--- config.mk ---
export PLATFORM = sky130hd
export DESIGN_NAME = u409_window_decode
export DESIGN_NICKNAME = d
export VERILOG_FILES = /design/src/rtl/u409_window_decode.sv
export SDC_FILE = /design/constraint.sdc
export NUM_CORES = 1
export LEC_CHECK = 0
export CAP_MARGIN = 30
export CORE_ASPECT_RATIO = 1.2
export CORE_MARGIN = 1
export CORE_UTILIZATION = 51
export DETAILED_ROUTE_END_ITERATION = 6
export PLACE_DENSITY = 0.77
export REMOVE_ABC_BUFFERS = 1
export SYNTH_ARGS = -nofsm -noshare
export SYNTH_HDL_FRONTEND = slang
export SYNTH_SLANG_ARGS = --single-unit
--- constraint.sdc ---
create_clock -name CLK40 -period 1.9 [get_ports CLK40]
set_input_delay 0.19 -clock CLK40 [delete_from_list [all_inputs] [get_ports CLK40]]
set_output_delay 0.19 -clock CLK40 [all_outputs]
set_load 0.01 [all_outputs]
--- src/rtl/u409_window_decode.sv ---
// Registered base/mask window decoder: NWIN AUTOCONFIG windows, decode held from TS to TERM.
// Define DECODE_TIMEOUT_EN to enable the watchdog that ends unclaimed cycles with BERR.
module u409_window_decode #(
   parameter int              NWIN      = 4,
   parameter int              ABITS     = 20,
   parameter logic [NWIN-1:0] LOCK_MASK = NWIN'(4'b0001),
   parameter int              TIMEOUT   = 255
) (
   input  logic             CLK40,
   input  logic             RESET,
   input  logic             TS,
   input  logic             TERM,
   input  logic [ABITS-1:0] A,
   input  logic             RnW,
   input  logic             CFG_WE,
   input  logic [2:0]       CFG_IDX,
   input  logic [ABITS-1:0] CFG_BASE,
   input  logic [ABITS-1:0] CFG_MASK,
   input  logic             CFG_CLR,
   output logic [NWIN-1:0]  HIT,
   output logic [2:0]       HIT_IDX,
   output logic             MISS,
   output logic [NWIN-1:0]  WIN_EN,
   output logic             BUSY,
   output logic             BERR
);

   if (NWIN < 1 || NWIN > 8) begin : g_bad_nwin
      $error("u409_window_decode: NWIN must be 1..8");
   end
   if (TIMEOUT < 1 || TIMEOUT > 255) begin : g_bad_timeout
      $error("u409_window_decode: TIMEOUT must be 1..255");
   end

   typedef enum logic [1:0] {S_IDLE, S_DECODE, S_ACTIVE} state_t;

   state_t           state_reg, state_next;
   logic [ABITS-1:0] a_lat_reg;
   logic             rnw_lat_reg;
   logic [NWIN-1:0]  hit_reg, win_en_reg;
   logic [2:0]       hit_idx_reg;
   logic             miss_reg, berr_reg;

   logic [NWIN-1:0]  match, unlock_vec, hit_next, win_en_next;
   logic [2:0]       hit_idx_next;
   logic             any_hit;
   logic             ts_accept, decode_done, active_done, wd_expire;

   // Per-window registers; match is evaluated against the address latched at TS.
   for (genvar gi = 0; gi < NWIN; gi++) begin : g_win
      logic [ABITS-1:0] base_reg, mask_reg;
      logic             valid_reg, unlock_reg;
      logic             cfg_sel;

      assign cfg_sel = CFG_WE && (CFG_IDX == 3'(gi));

      always_ff @(posedge CLK40) begin
         if (RESET) begin
            base_reg   <= '0;
            mask_reg   <= '0;
            valid_reg  <= 1'b0;
            unlock_reg <= 1'b0;
         end else if (CFG_CLR) begin
            valid_reg  <= 1'b0;
            unlock_reg <= 1'b0;
         end else begin
            if (cfg_sel) begin
               base_reg  <= CFG_BASE;
               mask_reg  <= CFG_MASK;
               valid_reg <= 1'b1;
            end
            if (decode_done && !rnw_lat_reg && hit_next[gi]) begin
               unlock_reg <= 1'b1;
            end
         end
      end

      assign match[gi]      = valid_reg && (((a_lat_reg ^ base_reg) & mask_reg) == '0);
      assign unlock_vec[gi] = unlock_reg;
   end

   // Lowest matching index wins; scanning downward lets lower indices overwrite.
   always_comb begin
      hit_next     = '0;
      hit_idx_next = '0;
      for (int i = NWIN - 1; i >= 0; i--) begin
         if (match[i]) begin
            hit_next     = '0;
            hit_next[i]  = 1'b1;
            hit_idx_next = 3'(i);
         end
      end
   end

   assign any_hit     = |match;
   assign win_en_next = hit_next & (~LOCK_MASK | unlock_vec);

`ifdef DECODE_TIMEOUT_EN
   logic [7:0] wd_cnt_reg;

   always_ff @(posedge CLK40) begin
      if (RESET || state_reg != S_ACTIVE) begin
         wd_cnt_reg <= '0;
      end else if (!TERM) begin
         wd_cnt_reg <= wd_cnt_reg + 8'd1;
      end
   end

   // TERM on the expiry cycle wins, so expiry is qualified by !TERM.
   assign wd_expire = (state_reg == S_ACTIVE) && !TERM && (wd_cnt_reg == 8'(TIMEOUT - 1));
`else
   assign wd_expire = 1'b0;
`endif

   assign ts_accept   = (state_reg == S_IDLE) && TS;
   assign decode_done = (state_reg == S_DECODE) && !TERM;
   assign active_done = (state_reg == S_ACTIVE) && (TERM || wd_expire);

   always_comb begin
      state_next = state_reg;
      case (state_reg)
         S_IDLE:   if (TS) state_next = S_DECODE;
         S_DECODE: state_next = TERM ? S_IDLE : S_ACTIVE;
         S_ACTIVE: if (TERM || wd_expire) state_next = S_IDLE;
         default:  state_next = S_IDLE;
      endcase
   end

   always_ff @(posedge CLK40) begin
      if (RESET) begin
         state_reg   <= S_IDLE;
         a_lat_reg   <= '0;
         rnw_lat_reg <= 1'b1;
         hit_reg     <= '0;
         hit_idx_reg <= '0;
         miss_reg    <= 1'b0;
         win_en_reg  <= '0;
         berr_reg    <= 1'b0;
      end else begin
         state_reg <= state_next;
         berr_reg  <= wd_expire;
         if (ts_accept) begin
            a_lat_reg   <= A;
            rnw_lat_reg <= RnW;
         end
         if (decode_done) begin
            hit_reg     <= hit_next;
            hit_idx_reg <= hit_idx_next;
            miss_reg    <= ~any_hit;
            win_en_reg  <= win_en_next;
         end else if (active_done) begin
            hit_reg     <= '0;
            hit_idx_reg <= '0;
            miss_reg    <= 1'b0;
            win_en_reg  <= '0;
         end
      end
   end

   assign HIT     = hit_reg;
   assign HIT_IDX = hit_idx_reg;
   assign MISS    = miss_reg;
   assign WIN_EN  = win_en_reg;
   assign BUSY    = (state_reg != S_IDLE);
   assign BERR    = berr_reg;

endmodule

* Word level (Yosys, flattened, before mapping)
Index checks and enable logic that the tools add are counted.
** Storage, ports and cells
- Register bits after elaboration :: 200
** Operators by class
- Multiplexer cells :: 19
- Equal/unequal tests :: 7
- Bitwise gates (word level) :: 11
- Reductions and logical operators :: 30
** Operators with widths (number)
- $and A20 B20 Y20 :: 4
- $logic_not A20 Y1 :: 4
- $xor A20 B20 Y20 :: 4
- $mux W4 :: 7
- $mux W3 :: 5
- $logic_and A1 B1 Y1 :: 13
- $reduce_and A2 Y1 :: 5
- $mux W2 :: 4
- $eq A3 B2 Y1 const B :: 2
- $pmux W2 S3 :: 1
- $and A4 B4 Y4 :: 1
- $ne A2 B2 Y1 const B :: 2
- $reduce_bool A2 Y1 :: 2
- $reduce_or A4 Y1 :: 1
- $eq A3 B1 Y1 const B :: 1
- $logic_not A3 Y1 :: 1
- $eq A2 B1 Y1 const B :: 1
- $eq A2 B2 Y1 const B :: 1
- $logic_not A1 Y1 :: 2
- $logic_not A2 Y1 :: 1
- $mux W1 :: 2
- $not A1 Y1 :: 2
- $reduce_or A2 Y1 :: 1

* Logic depth before layout (Yosys ltp)
- Depth in word-level cells :: 10
- Mapped depth :: 7
- Depth with buffers taken out :: 6

* Least setup slack after synthesis
OpenSTA, ideal clock, no wires.
- Path kind :: reg2reg
- From :: reg a_lat_reg[9]
- To :: reg hit_reg[2], in the netlist HIT[2]
- Path slack :: -0.076 ns
- Cell stages (with the launch flop) :: 8
- Path buffers :: 1
- Clock period less this slack :: 1.976 ns
- Arrival time :: 1.905 ns
- Library setup time :: 0.070 ns
- Cell sequence :: dfxtp_1 buf_6 xor2_1 a222oi_1 nand3_1 or3_1 or4_1 a21oi_1
** On the way
- Longest elaborated chain between the ends :: 8
** RTL lines
- start, declared :: line 38 : logic [ABITS-1:0] a_lat_reg;
- start signal, assigned :: line 132 : a_lat_reg <= '0;
- start signal, assigned :: line 143 : a_lat_reg <= A;
- $xor A20 B20 Y20 :: line 78 : assign match[gi] = valid_reg && (((a_lat_reg ^ base_reg) & mask_reg) == '0);
- $and A20 B20 Y20 :: line 78
- $logic_not A20 Y1 :: line 78
- $logic_and A1 B1 Y1 :: line 78
- $mux W4 (2 in series) :: line 87 : if (match[i]) begin
- $mux W4 * :: line 87
- $mux W4 * :: line 146 : if (decode_done) begin
- end signal, assigned :: line 147 : hit_reg <= hit_next;
- end, declared :: line 40 : logic [NWIN-1:0] hit_reg, win_en_reg;
Every way passes the cells marked *; elsewhere a longest branch is shown, timed or not.
A chain may end at the register's enable or synchronous reset.

* Final worst setup path
Ends and elaborated chain as after synthesis.

==> out/results.txt <==
Die height: 139 um
Vias/cell: 5.35
Critical path peak fanout: 2
Clock Sinks: 196
Flop2flop setup slack: -0.09 ns
Skew-Pair Late Insertion Delay: 0.43 ns
Die width: 116 um
Slew @ Worst Pin: 0.558 ns
Core footprint: 15100 sq um
Failing checks: negative setup slack
Post-DRT Antenna Nets: 0
Worst hold path type: in2reg
1st-iter DRT viols: 538
Pwr dens: 853 nW/um^2
EDFF count, synth: 0
Overall routed net length: 20700 um
End of the critical path: HIT[2]$_SDFFE_PP0P_
PortBufs: 81
Vias in the first global route: 6459
Yosys top cell area share: 49.3%
Maximum clock frequency: 501 MHz
Share of cells above drive strength 1: 11.5%
Startpoint types: flip-flop
Post-DP HPWL: 13500 um
Reg2reg start: a_lat_reg[9]$_SDFFE_PP0P_
Clock skew: 0.00633 ns
Post-synth top area cell: dfxtp_1
Initial antenna violation count: 0
Gr usage total: 26.1%
Synth async-reset ratio: 0%
RSZ-0062 raised after global routing: true
VDD IR-drop max: 0.000480 V
Most common cell in the netlist: nand2_1
I/O pin count: 84
Post-synthesis register bit count: 196
Max H-tree Level: 4
Gr ovfl total: 0
Status: finished, violations left
Number of nets in the layout: 1162
Pin count of the biggest net entering global routing: 104
Fin crit period: 1.99 ns
Worst Setup End Kind: flip-flop
Die area: 16100 sq um
Synth warnings: 0
Synthesized area per cell: 7.80 sq um
Initial core utilization: 52.6%
First-pass GRT wire length: 32200 um
Area grow syn2layout: 26.1%
WP data arrival: 2.36 ns
FILL cells: 1253
Core Rows: 49
Final Setup Violations: 4
Lkg Pwr: 3.80 nW
# diodes: 0
R2r worst-path depth: 6
Final period util: 105%
WP data required: 2.27 ns
Total CTS buffers: 17
Critical path type: reg2reg
Total negative slack: -0.172 ns
Via count: 6990
CTS tree: done
Maximum clock path buffer count: 2
Seq/Total Area, Yosys: 49.3%
Commonest cells post-synth: nand2_1 (374), dfxtp_1 (196), a21oi_1 (188)
Hold Buf Count CTS: 0
Final worst setup slack: -0.0941 ns
Critical Path Start: a_lat_reg[9]$_SDFFE_PP0P_
Root Buffer Master: clkbuf_16
Final total power: 8.56 mW
Router iterations before antenna repair: 6
DR WL/cell: 15.8 um
FF-to-FF End: HIT[2]$_SDFFE_PP0P_
Clk pin slew, worst setup/hold paths: 0.07 ns
Synth area leaders: dfxtp_1 (49%), nand2_1 (18%), a21oi_1 (12%)
Top FF cell, synth: dfxtp_1
Final Max Tran Viols: 0
Yosys cell types: 31
Fin. Hold Viols: 0
DRC viols: 0
Post-synthesis cell count: 1020
Post-Syn Area: 7960 sq um
Relative slew slack: 62.5%
Gpl congestion: 0.784
MaxCap Viol Count: 0
cell usage in the layout (no fill, tap or decap), drive strengths merged:
master         synthesis  routed
a211o                  1       1
a21oi                188     188
a222oi                 4       4
a22oi                 33      33
a31oi                  1       1
a32oi                  1       1
and2                   2       2
and3b                  1       1
buf                   11      58
bufinv                 0       3
clkbuf                75      25
clkdlybuf4s50          0      80
clkinv                 0       1
conb                   1       2
dfxtp                196     196
inv                    3       3
nand2                374     374
nand3                  4       4
nand3b                 3       3
nand4                  8       8
nor2                   7       7
nor2b                  2       2
nor3                  12      12
nor3b                  3       3
o21ai                  2       2
o31ai                  1       1
o41ai                  1       1
or3                    2       2
or3b                   1       1
or4                    2       2
xnor2                  1       1
xor2                  80      80
per-layer routing:
metal / vias to the layer above / part of all wire (%) / GRT usage [%]
li1: 3448 / - / -
met1: 3304 / 44 / 34.1
met2: 213 / 49 / 42.9
met3: 25 / 5.5 / 4.85
met4: 0 / 1.7 / 8.77
met5: - / 0 / 0
cell type report:
cell class / instances / area [sq um] / area share [%]
sequential: 196 / 3940 / 39.2
multi-input combinational: 736 / 3900 / 38.8
timing repair buffer: 138 / 1360 / 13.5
clock buffer: 25 / 475 / 4.74
tap: 204 / 255 / 2.54
clock inverter: 4 / 98.8 / 0.985
inverter: 3 / 11.3 / 0.112
what timing repair did:
action	in CTS	in global routing
pin swaps	6	15
endpoints found under the setup margin	3	8
gates resized for setup	7	41
setup buffers	1	0
logic make-up (layout without fill, tap and decap cells):
kind of cell / Yosys count / in the layout / share of synthesized area, %
AOI/OAI and AO/OA: 232 / 232 / 16.1
xor gates and xnor gates: 81 / 81 / 8.91
buffers and inverters: 89 / 170 / 4.61
DFF: 196 / 196 / 49.3
other: 1 / 2 / 0.0471
and+or+nand+nor: 421 / 421 / 21.1
per-stage QoR:
step           hold slack (ns)  cell area, sq um  worst slack, ns  util, %  instances
6_report                 0.158             10000          -0.0941     66.3       1306
5_1_grt                  0.157             10000           -0.123     66.3       1306
4_1_cts                  0.134              9820           -0.123     64.8       1306
3_5_place_dp             0.445              9210           -0.176     60.8       1276
3_3_place_gp             0.441              9210           -0.114     60.8       1276
2_1_floorplan            0.259              7610            -1.26        -        935
critical path, cell delays in order (launching register included):
cell	delay, ns
dfxtp_2	0.33
xor2_1	0.16
a222oi_1	0.36
nand3_1	0.20
or3_1	0.35
or4_1	0.41
a21oi_1	0.12
worst min path at each step:
stage                                      start                           endpoint  slack, ns  depth (start not counted)
2_1_floorplan                              RESET                HIT[1]$_SDFFE_PP0P_       0.26                          1
3_5_place_dp             HIT_IDX[1]$_SDFFE_PP0P_            HIT_IDX[1]$_SDFFE_PP0P_       0.44                          2
5_1_grt                                    RESET                HIT[0]$_SDFFE_PP0P_       0.16                          2
6_report                                   RESET             WIN_EN[0]$_SDFFE_PP0P_       0.16                          2
3_3_place_gp   g_win[3].mask_reg[1]$_SDFFE_PP0P_  g_win[3].mask_reg[1]$_SDFFE_PP0P_       0.44                          2
4_1_cts                                    RESET                HIT[0]$_SDFFE_PP0P_       0.13                          2
where the power goes:
part           internal (mW)  switching, mW  total, mW
registers               4.19         0.0570       4.24
logic                  0.330          0.392      0.722
clock network           2.12           1.47       3.59
Power figures use the tool's default switching activity.
